### src/rtl/color_fsm_initiator.sv
// Initiator/checker for the Blue/Red colour responder: turns colour requests into
// responder commands, checks replies and mirrors its state. Optional: COLOR_INIT_STATS_EN.
module color_fsm_initiator #(
  parameter int CNT_W     = 8,
  parameter int RETRY_MAX = 3
) (
  input  logic             clk,
  input  logic             rst,
  input  logic             req_valid,
  output logic             req_ready,
  input  logic             req_color,
  output logic             rsp_valid,
  input  logic             rsp_ready,
  output logic             rsp_err,
  output logic [1:0]       fsm_in,
  input  logic [1:0]       fsm_out,
  output logic             mirror_color,
  output logic             busy,
  output logic             fault,
  output logic [CNT_W-1:0] err_cnt
`ifdef COLOR_INIT_STATS_EN
  ,
  output logic [CNT_W-1:0] toggle_cnt,
  output logic             resync_pulse
`endif
);

  // state  | meaning
  // IDLE   | ready for a request, responder held with idle command
  // ISSUE  | one cycle driving the move/hold command, reply checked at its end
  // RESYNC | reply was wrong; probe with in=1 and adopt the reported colour
  // RESP   | completion presented until rsp_ready
  // FAULT  | resync exhausted; only rst leaves
  typedef enum logic [2:0] {IDLE, ISSUE, RESYNC, RESP, FAULT} state_t;

  localparam int RW = $clog2(RETRY_MAX + 1);
  localparam logic [RW-1:0] RETRY_LIM = RW'(RETRY_MAX);

  state_t           state_q, state_d;
  logic             target_q, target_d;
  logic             mirror_q, mirror_d;
  logic             rsp_err_q, rsp_err_d;
  logic [CNT_W-1:0] err_cnt_q, err_cnt_d;
  logic [RW-1:0]    retry_q, retry_d;
  logic [1:0]       fsm_in_q, fsm_in_d;
  logic             req_ready_q, req_ready_d;
  logic             rsp_valid_q, rsp_valid_d;
  logic             busy_q, busy_d;
  logic             fault_q, fault_d;
  logic [1:0]       exp_out;
`ifdef COLOR_INIT_STATS_EN
  logic [CNT_W-1:0] toggle_q, toggle_d;
  logic             pulse_q, pulse_d;
`endif

  always_comb begin
    state_d   = state_q;
    target_d  = target_q;
    mirror_d  = mirror_q;
    rsp_err_d = rsp_err_q;
    err_cnt_d = err_cnt_q;
    retry_d   = retry_q;
`ifdef COLOR_INIT_STATS_EN
    toggle_d  = toggle_q;
    pulse_d   = 1'b0;
`endif
    // Both legal commands report the resulting colour: 1 = Blue, 2 = Red.
    exp_out = target_q ? 2'h2 : 2'h1;

    case (state_q)
      IDLE: begin
        if (req_valid) begin
          target_d = req_color;
          if (!req_color && !mirror_q) begin
            state_d   = RESP;
            rsp_err_d = 1'b0;
          end else begin
            state_d = ISSUE;
          end
        end
      end
      ISSUE: begin
        if (fsm_out == exp_out) begin
          mirror_d  = target_q;
          rsp_err_d = 1'b0;
          state_d   = RESP;
`ifdef COLOR_INIT_STATS_EN
          if (target_q != mirror_q && toggle_q != '1) toggle_d = toggle_q + CNT_W'(1);
`endif
        end else begin
          if (err_cnt_q != '1) err_cnt_d = err_cnt_q + CNT_W'(1);
          retry_d = '0;
          state_d = RESYNC;
        end
      end
      RESYNC: begin
        if (fsm_out == 2'h1 || fsm_out == 2'h2) begin
          mirror_d  = fsm_out[1];
          rsp_err_d = 1'b1;
          state_d   = RESP;
`ifdef COLOR_INIT_STATS_EN
          pulse_d   = 1'b1;
`endif
        end else begin
          retry_d = retry_q + RW'(1);
          if (retry_d == RETRY_LIM) state_d = FAULT;
        end
      end
      RESP: begin
        if (rsp_ready) state_d = IDLE;
      end
      FAULT: begin
        state_d = FAULT;
      end
      default: state_d = IDLE;
    endcase

    // Outputs are decoded from the next state so they are registered yet in phase.
    fsm_in_d = 2'h2;
    if (state_d == ISSUE)       fsm_in_d = (target_d != mirror_d) ? 2'h1 : 2'h0;
    else if (state_d == RESYNC) fsm_in_d = 2'h1;
    req_ready_d = (state_d == IDLE);
    rsp_valid_d = (state_d == RESP);
    busy_d      = (state_d != IDLE);
    fault_d     = (state_d == FAULT);
  end

  always_ff @(posedge clk or posedge rst) begin
    if (rst) begin
      state_q     <= IDLE;
      target_q    <= 1'b1;
      mirror_q    <= 1'b1;
      rsp_err_q   <= 1'b0;
      err_cnt_q   <= '0;
      retry_q     <= '0;
      fsm_in_q    <= 2'h2;
      req_ready_q <= 1'b1;
      rsp_valid_q <= 1'b0;
      busy_q      <= 1'b0;
      fault_q     <= 1'b0;
`ifdef COLOR_INIT_STATS_EN
      toggle_q    <= '0;
      pulse_q     <= 1'b0;
`endif
    end else begin
      state_q     <= state_d;
      target_q    <= target_d;
      mirror_q    <= mirror_d;
      rsp_err_q   <= rsp_err_d;
      err_cnt_q   <= err_cnt_d;
      retry_q     <= retry_d;
      fsm_in_q    <= fsm_in_d;
      req_ready_q <= req_ready_d;
      rsp_valid_q <= rsp_valid_d;
      busy_q      <= busy_d;
      fault_q     <= fault_d;
`ifdef COLOR_INIT_STATS_EN
      toggle_q    <= toggle_d;
      pulse_q     <= pulse_d;
`endif
    end
  end

  assign req_ready    = req_ready_q;
  assign rsp_valid    = rsp_valid_q;
  assign rsp_err      = rsp_err_q;
  assign fsm_in       = fsm_in_q;
  assign mirror_color = mirror_q;
  assign busy         = busy_q;
  assign fault        = fault_q;
  assign err_cnt      = err_cnt_q;
`ifdef COLOR_INIT_STATS_EN
  assign toggle_cnt   = toggle_q;
  assign resync_pulse = pulse_q;
`endif

endmodule

### config.mk
export PLATFORM = sky130hd
export DESIGN_NAME = color_fsm_initiator
export DESIGN_NICKNAME = d
export VERILOG_FILES = /design/src/rtl/color_fsm_initiator.sv
export SDC_FILE = /design/constraint.sdc
export NUM_CORES = 1
export LEC_CHECK = 0
export CAP_MARGIN = 10
export CORE_MARGIN = 1
export CORE_UTILIZATION = 49
export DETAILED_ROUTE_END_ITERATION = 16
export PLACE_DENSITY = 0.77
export SLEW_MARGIN = 20
export SYNTH_ARGS = -nofsm -noshare
export SYNTH_HDL_FRONTEND = slang
export SYNTH_SLANG_ARGS = --single-unit
### constraint.sdc
create_clock -name clk -period 2.2 [get_ports clk]
set_input_delay 0.44 -clock clk [delete_from_list [all_inputs] [get_ports clk]]
set_output_delay 0.44 -clock clk [all_outputs]
set_load 0.03 [all_outputs]
==> flow_summary.yaml <==
synth:
  synthFlopType: "dfrtp_1"
  synthDominantAreaCellType: "dfrtp_1"
  synth_top_cell_area_share_pct: 40.2
  syn_avg_cell_area_um2: 11.0
  synth_fp_nets: 111
  edff_count_synth: 0
  async_flop_share_pct: 100
  fraction_of_the_yosys_area_taken_by_sequential_cells_pct: 49.6
  post_synth_num_cell_types: 42
  postSynthCellCount: 102
  yosys_register_bits: 22
  netlist_area_um2: 1120
  yosysWarnings: 0
  synth_area_leaders: "dfrtp_1, dfstp_2, xnor2_1"
worst_setup_path:
  worst-r2r-cell-count: 7
  critical_path_arrival_ns: 1.56
  crit-reg2reg-capture: "busy"
  timing.critical_path.from_type: "flip-flop"
  timing.critical_path.to_type: "primary output"
  timing.critical_path.slowest_stage_cell: "clkdlybuf4s50_1"
  timing.critical_path.required_ns: 1.76
  crit-reg2reg-launch: "retry_q[0]"
  critPathMaxStageDelay_ns: 0.67
  path_class: "reg -> out"
  critical_path_peak_fanout: 6
  worstPathBufferInverterCount: 1
  timing.reg2reg.setup_slack_ns: 0.45
  critical_path.cell_chain: "clkdlybuf4s50_1"
  cp_top_family: "buffers and inverters"
cts:
  cts.htree.levels: 1
  cts_post_setup_buffers_inserted: 0
  ctsHoldBuffers: 0
  cts-resized-gates: 0
  tritoncts.num_buffers: 3
  insertion_delay_ns: 0.30
  clk_transition_reported_paths_ns: 0.12
  number_of_buffers_between_clock_root_and_the_deepest_sink: 2
  clkSinkCount: 22
  tritoncts_clock_tree: "built"
  clk_root_buffer_cell: "clkbuf_4"
sta:
  final_period_minus_worst_setup_slack_ns: 2.00
  report.final.setup_viol: 0
  setup_tns_after_final_layout_ns: 0
  timing.final.crit_share_pct: 91.0
  fmax_mhz: 500
  slew_viols_final: 0
  timing.max_slew.rel_slack_pct: 73.5
  clock_skew_ns: 0.00316
  unrepaired_setup_endpoints_after_global_routing: "false"
  hold_viol_final: 0
  worst_slew_pin_slew_ns: 0.398
route:
  route.detailed.drc: 0
  drt_iter0_drc: 4
  drt-total-wl_um: 2040
  via_count: 837
  ant_nets: 0
  post_drt_via_cell_ratio: 5.44
  dr.pass1.iters: 4
  drt-wirelength-per-cell_um: 13.2
pwr:
  pwr-share-seq_pct: 35.4
  clock_power_share_pct: 14.5
  switching_share_pct: 39.4
  p_int_uw: 1260
  power_per_cell_area_nw_per_um2: 1460
  power_leakage_uw: 0.000614
  vdd_ir_drop_max_uv: 979
  power_switching_uw: 821
  share_comb_of_total_power_pct: 50.1
  fin_total_pwr_uw: 2080
flow_run:
  drv.max_cap_violation_count: 0
floorplan:
  die-area_um2: 2480
  floorplan.core_area_um2: 2060
  placement_rows: 16
  effective_utilization_at_floorplan_pct: 54.4
  floorplan.die.width_um: 49.8
  io_pins: 23
  die_h_um: 49.8
grt:
  largest_net_degree_at_the_start_of_global_routing: 23
  first_global_vias: 815
  grt_first_pass_wirelength_um: 3630
  global_route.usage.total_pct: 19.0
  grt_overflow: 0
  initial_antenna_violation_count: 0
finish:
  num_antenna_cells: 0
  finish.net_count: 137
  synthesis_to_layout_area_growth_pct: 27.0
  layout-drive-gt1-share_pct: 17.3
  n_fill_cell: 183
  layout.core_utilization_pct: 69.1
hold_path:
  timing.hold.worst.class: "in -> async"
placed_design:
  io_buffers: 22
  routabilityCongestion: 0.873
  place.detailed.hpwl_um: 1460
status:
  outcome: "finished, final reports clean"
## per-layer routing
metal,global-route usage (%),vias to the layer above,share of wire [%]
met5,0,-,0
met4,7.14,0,1.4
met3,2.16,4,3.3
met2,30.2,22,46
met1,26.7,400,49
li1,-,411,-
## cells by family (layout without fill, tap and decap cells)
family / Yosys count / after routing / share of synthesized area, %
mux: 4 / 4 / 4.35
fa+ha+maj: 2 / 2 / 2.23
buf+inv: 8 / 33 / 3.68
simple gates: 38 / 38 / 21.1
compound gates: 20 / 20 / 12.8
xor+xnor: 8 / 8 / 6.25
flops: 22 / 22 / 49.6
## final cells by class
type | count | area, µm² | share of cell area, %
Clock buffer | 3 | 22.5 | 1.58
Clock inverter | 1 | 30.0 | 2.11
Inverter | 4 | 15.0 | 1.05
Multi-Input combinational cell | 72 | 524 | 36.8
Sequential cell | 22 | 556 | 39.0
Tap cell | 27 | 33.8 | 2.37
Timing Repair Buffer | 25 | 243 | 17.0
## state kept, by name, summed over array words and instances (netlist names)
signal        count
mirror_color      1
state_q           3
retry_q           2
req_ready         1
err_cnt           8
target_q          1
rsp_err           1
fault             1
busy              1
fsm_in            2
rsp_valid         1
## placed cells by master (no fill, tap or decap), drive strengths merged
| master | count |
|---|---|
| and4bb | 1 |
| bufinv | 1 |
| mux2 | 4 |
| inv | 4 |
| or3 | 1 |
| nor4b | 2 |
| a21o | 2 |
| nor3b | 1 |
| or2 | 1 |
| or2b | 1 |
| ha | 2 |
| o211a | 2 |
| xor2 | 2 |
| clkdlybuf4s50 | 22 |
| nand4 | 3 |
| nor2 | 6 |
| nor2b | 2 |
| o211ai | 1 |
| o2111ai | 1 |
| buf | 3 |
| and2 | 1 |
| a21oi | 5 |
| nand2b | 3 |
| o31a | 1 |
| dfstp | 4 |
| o311ai | 1 |
| o21a | 1 |
| nand3 | 4 |
| or3b | 2 |
| nand2 | 5 |
| o21ai | 3 |
| clkbuf | 3 |
| o21bai | 2 |
| dfrtp | 18 |
| xnor2 | 6 |
| and3 | 4 |
| nor3 | 1 |
| o41ai | 1 |
## through the flow
step	setup slack (ns)	cell area [µm²]	hold WS (ns)	instances
global route	0.153	1420	0.477	154
detailed placement	0.0164	1370	0.497	150
CTS	0.191	1420	0.457	154
floorplan	0.478	1120	0.426	102
global placement	0.0548	1370	0.490	150
finish	0.198	1420	0.458	154
## cells in the mapped netlist, drive strengths merged, types with 3 or more instances
cell / instances
a21oi: 5
and3: 4
buf: 4
dfrtp: 18
dfstp: 4
inv: 4
mux2: 4
nand2: 5
nand2b: 3
nand3: 4
nand4: 3
nor2: 6
o21ai: 3
xnor2: 6
## power by group through the flow
stage / clock network (µW) / logic, µW / registers, µW
2_1_floorplan: 0 / 564 / 883
3_3_place_gp: 0 / 1030 / 738
3_5_place_dp: 0 / 1040 / 738
4_1_cts: 308 / 1050 / 732
5_1_grt: 327 / 1130 / 763
6_report: 302 / 1040 / 736
## how the worst max path moves through the flow
stage | endpoint | cells past startpoint | slack [ns] | startpoint
after global routing | mirror_color | 1 | 0.15 | mirror_color
final | mirror_color | 1 | 0.20 | mirror_color
after detailed placement | busy | 6 | 0.02 | fsm_out[1]
after global placement | err_cnt[1] | 5 | 0.05 | fsm_out[1]
after floorplan | err_cnt[1] | 6 | 0.48 | err_cnt[0]
after CTS | mirror_color | 1 | 0.19 | mirror_color
Note: power is estimated with default switching activity, not from simulation.
